<file path="src/rtl/mem_resp_pkg.sv">
// Shared types and constants for the memory responder slice:
// FSM state encoding and the memory-mapped I/O address.
package mem_resp_pkg;

  typedef enum logic [1:0] {
    IDLE = 2'd0,
    BUSY = 2'd1,
    DONE = 2'd2
  } state_t;

  localparam logic [15:0] IO_ADDR = 16'hFFFF;

endpackage

</file>
<file path="src/rtl/mem_array.sv">
// Single-port 2^AW x 16 RAM: synchronous write, combinational read of the
// addressed word so the responder can register it at the completion edge.
module mem_array #(
  parameter int AW = 8
) (
  input  logic          Clk,
  input  logic          we,
  input  logic [AW-1:0] addr,
  input  logic [15:0]   din,
  output logic [15:0]   dout
);

  logic [15:0] mem [2**AW];

  always_ff @(posedge Clk) begin
    if (we) begin
      mem[addr] <= din;
    end
  end

  assign dout = mem[addr];

endmodule

</file>
<file path="src/rtl/mem_responder.sv">
// Wait-state memory responder with a four-phase REQ/R handshake, a RAM
// window aliased over the low AW address bits and one I/O word at IO_ADDR.
module mem_responder
  import mem_resp_pkg::*;
#(
  parameter int WAIT_CYCLES = 2,
  parameter int AW          = 8
) (
  input  logic        Clk,
  input  logic        Reset,
  input  logic        REQ_RD,
  input  logic        REQ_WR,
  input  logic [15:0] ADDR,
  input  logic [15:0] WDATA,
  input  logic [15:0] SW,
  output logic [15:0] RDATA,
  output logic        R,
  output logic [15:0] HEX
);

  localparam logic [3:0] WAIT_INIT = 4'(WAIT_CYCLES);

  // Handshake: a request is a level on REQ_RD/REQ_WR sampled in IDLE. R is
  // raised when the access completes and dropped only after both request
  // lines are seen low, so valid and ready never overlap across transactions.
  state_t      state;
  logic [3:0]  cnt;
  logic [15:0] cap_addr;
  logic [15:0] cap_wdata;
  logic        cap_wr;

  logic        is_io;
  logic        complete;
  logic        ram_we;
  logic [15:0] ram_dout;

  assign is_io    = (cap_addr == IO_ADDR);
  assign complete = (state == BUSY) && (cnt == 4'd0);
  // Reset must win over a completing write, so it gates the RAM enable.
  assign ram_we   = complete && cap_wr && !is_io && !Reset;

  mem_array #(.AW(AW)) u_mem_array (
    .Clk  (Clk),
    .we   (ram_we),
    .addr (cap_addr[AW-1:0]),
    .din  (cap_wdata),
    .dout (ram_dout)
  );

  always_ff @(posedge Clk) begin
    if (Reset) begin
      state     <= IDLE;
      cnt       <= 4'd0;
      R         <= 1'b0;
      RDATA     <= 16'h0000;
      HEX       <= 16'h0000;
      cap_addr  <= 16'h0000;
      cap_wdata <= 16'h0000;
      cap_wr    <= 1'b0;
    end else begin
      case (state)
        IDLE: begin
          if (REQ_RD || REQ_WR) begin
            cap_addr  <= ADDR;
            cap_wdata <= WDATA;
            cap_wr    <= REQ_WR;
            cnt       <= WAIT_INIT;
            state     <= BUSY;
          end
        end
        BUSY: begin
          if (cnt == 4'd0) begin
            if (cap_wr) begin
              if (is_io) begin
                HEX <= cap_wdata;
              end
            end else begin
              RDATA <= is_io ? SW : ram_dout;
            end
            R     <= 1'b1;
            state <= DONE;
          end else begin
            cnt <= cnt - 4'd1;
          end
        end
        DONE: begin
          if (!REQ_RD && !REQ_WR) begin
            R     <= 1'b0;
            state <= IDLE;
          end
        end
        default: begin
          R     <= 1'b0;
          state <= IDLE;
        end
      endcase
    end
  end

endmodule
</file>
<file path="config.mk">
export PLATFORM = sky130hd
export DESIGN_NAME = mem_responder
export DESIGN_NICKNAME = d
export VERILOG_FILES = /design/src/rtl/mem_resp_pkg.sv /design/src/rtl/mem_array.sv /design/src/rtl/mem_responder.sv
export SDC_FILE = /design/constraint.sdc
export NUM_CORES = 2
export LEC_CHECK = 0
export CAP_MARGIN = 20
export CORE_MARGIN = 4
export CORE_UTILIZATION = 55
export CTS_BUF_LIST = sky130_fd_sc_hd__clkbuf_4 sky130_fd_sc_hd__clkbuf_8
export DETAILED_ROUTE_END_ITERATION = 8
export PLACE_DENSITY = 0.82
export RECOVER_POWER = 100
export SYNTH_ARGS = -nofsm -noshare
export SYNTH_HDL_FRONTEND = slang
export SYNTH_SLANG_ARGS = --single-unit
</file>
<file path="constraint.sdc">
create_clock -name Clk -period 5.9 [get_ports Clk]
set_input_delay 1.18 -clock Clk [delete_from_list [all_inputs] [get_ports Clk]]
set_output_delay 1.18 -clock Clk [all_outputs]
set_load 0.01 [all_outputs]
</file>
==> flow_metrics.py <==
metrics = {
    "critical_path": {
        "worstPathMaxFanout": 42,
        "path_buf_inv": 1,
        "critPathTopFamily": "flip-flops",
        "crit_chain": "buf_4, mux4_2, o22ai_1, nor3_1, a21oi_1, nor4_1, o21ai_0, o211ai_1",
        "cp.required_ps": 6900,
        "cpPeakStageDelay_ps": 1550,
        "path_class": "reg2reg",
        "cp-end-kind": "register",
        "cpMaxStageDelayCell": "dfxtp_2",
        "r2r_cells": 8,
        "cp.depth": 8,
        "cp-start-kind": "register",
        "cp.arrival_ps": 6520,
    },
    "cts": {
        "clk_path_buf_depth": 4,
        "cts_tree": "done",
        "cts-resized-gates": 0,
        "hold_buffers": 0,
        "cts_inserted_buffers": 617,
        "ctsHtreeMaxLevel": 6,
        "clock_latency_ps": 1110,
        "root_buffer": "clkbuf_8",
        "post_cts_buffers": 0,
        "clock-sinks": 4176,
        "path_clk_slew_ps": 60,
    },
    "placed_design": {
        "gp_congestion": 0.912,
        "port_buffers": 84,
        "place_hpwl_um": 256000,
        "place_area_um2": 168000,
    },
    "logic_synthesis": {
        "synthArstFlopShare": 0,
        "netlist_area_um2": 160000,
        "synth_area_leader_cell": "edfxtp_1",
        "synth-edff-count": 4096,
        "synth.top_cell.area_share": 0.766,
        "ys_top_cells_by_area": "edfxtp_1 77%, mux4_2 13%, mux2i_1 1.2%",
        "yosysMostFrequentCell": "edfxtp_1",
        "synthFlopType": "edfxtp_1",
        "synth-seq-cells": 4176,
        "syn-mean-instance-area_um2": 21.3,
        "synth_commonest_cells": "4096 x edfxtp_1, 924 x mux4_2, 359 x nor2_1, 328 x nand2_1, 191 x a22oi_1",
        "syn_inst": 7546,
        "yosysSeqAreaShare": 0.776,
        "syn_nets": 7599,
        "synth_cell_types": 75,
        "yosysWarningCount": 0,
    },
    "sta": {
        "rsz0062_at_grt": "false",
        "clock.fmax_mhz": 181,
        "relSlewSlack": -1.61,
        "post-route-period-util": 0.936,
        "worst_slew_pin_slew_ps": 3910,
        "slew_viol_final": 3087,
        "tns_ps": 0,
        "hold_violations": 0,
        "hold-worst-slack_ps": 456,
        "setup_viol": 0,
        "fin_worst_skew_ps": 89.2,
        "period_needed_ps": 5520,
    },
    "global_route": {
        "grt_pass1_vias": 85700,
        "track_usage": 0.284,
        "grt.overflow.total": 0,
        "grt_max_degree": 210,
        "grt_first_pass_wirelength_um": 616000,
        "antenna_found_initial": 29,
    },
    "pwr": {
        "ir_worst_vdd_mv": 0.266,
        "total_power_mw": 62.0,
        "power.leakage_nw": 55.7,
        "p_per_area_nw_per_um2": 347,
    },
    "min_path": {
        "hold_class": "reg2reg",
        "hold_depth": 2,
    },
    "floorplanning": {
        "rows": 198,
        "die_w_um": 548,
        "die-area_um2": 300000,
        "core_region_area_um2": 291000,
        "fp.dieH_um": 548,
        "pin_count": 85,
        "start_util": 0.552,
    },
    "routing": {
        "detail_route.wl_per_cell_um": 34.0,
        "routed_via_density": 6.80,
        "dr.pass1.iters": 6,
        "drc": 0,
        "drtAntennaViolNets": 0,
        "vias": 86200,
        "first_iter_violations": 15100,
        "drt_wl_total_um": 431000,
    },
    "run_status": {
        "violations": "capacitance limit, slew limit",
        "status": "complete, but fails checks",
    },
    "final_layout": {
        "design_area_um2": 179000,
        "area_growth_pct": 11.4,
        "drive_gt1_frac": 0.265,
        "nets": 8338,
    },
    "job": {
        "drv_cap": 38,
    },
}
==> path summary, 6_finish.rpt <==
kind | start | end | slack [ps]
setup / recovery | register | RDATA[2] | 380
hold / removal | HEX[12] | HEX[12] | 460
setup reg to reg | register | RDATA[2] | 380
hold reg to reg | HEX[12] | HEX[12] | 460
==> through the flow <==
step	setup WS, ps	cells	util
floorplan	1630	7546	-
global placement	1180	11600	0.577
detailed placement	1210	11600	0.577
CTS	1170	12600	0.617
global route	476	12600	0.615
finish	379	12700	0.615
==> kinds of logic (layout without fill, tap and decap cells) <==
logic type,after synthesis,after routing,synth area share
flip-flops,4176,4176,0.776
other,0,24,0
multiplexers,1160,1160,0.146
buffers and inverters,457,1655,0.0176
adder cells (fa/ha/maj),1,1,0.0000780
XOR/XNOR,2,2,0.000109
AO/OA/AOI/OAI,747,747,0.0327
AND/OR/NAND/NOR,1003,1003,0.0275
==> registers in the layout, indices dropped and copies added (netlist names), named ones only <==
name             flops
state                2
RDATA               16
R                    1
u_mem_array.mem   4096
cap_addr            16
cap_wdata           16
cnt                  4
HEX                 16
cap_wr               1
==> area by class of cell <==
class / instances / area [um^2]
antenna: 24 / 60.1
clock buffer: 822 / 10100
fill: 18300 / 112000
multi-input combinational: 2913 / 33100
tap: 3900 / 4880
inverter: 9 / 35.0
sequential: 4176 / 125000
clock inverter: 256 / 1590
timing repair buffer: 568 / 4300
==> placed cells by master, fill, tap and decap left out, types with 12 or more instances in the layout <==
master           count
a22o_1              29
and3_1              17
nand4_1             30
nor2b_1             17
o21ai_0             63
nor2_1             354
diode_2             24
a31oi_1             33
clkbuf_4           196
buf_12              24
o211ai_1            18
mux2_2              42
edfxtp_1          4096
a211oi_1            23
clkbuf_2            23
clkinv_2            55
a22oi_1            191
a221oi_1            52
a21oi_1            130
nand2_1            328
o221ai_1            16
nand2b_1            12
clkbuf_1           110
o22ai_1             84
mux2i_1            186
clkdlybuf4s50_1     50
dlygate4sd3_1       33
nand3_1            118
clkinv_1           145
o2bb2ai_1           23
nor4_1              25
dfxtp_1             74
mux4_2             924
nor3_1              30
clkbuf_8           632
clkinvlp_4          20
buf_4              322
==> power by group <==
| part | leakage (nW) | internal, mW | switching (mW) |
|---|---|---|---|
| sequential | 38.3 | 33.2 | 0.434 |
| clock | 6.16 | 11.7 | 10.9 |
| combinational | 11.2 | 1.90 | 3.77 |
==> tightest hold or removal path: stages, from the launching register on <==
cell and delay, ps:
dfxtp_1 310, nand2_1 50, a21oi_1 50
==> metal layers <==
metal,up-vias,part of all wire,GRT usage
li1,33200,-,-
met1,43700,0.32,0.368
met2,7785,0.46,0.424
met3,1479,0.14,0.0865
met4,24,0.076,0.179
met5,-,0.00037,0
Power figures use the tool's default switching activity.
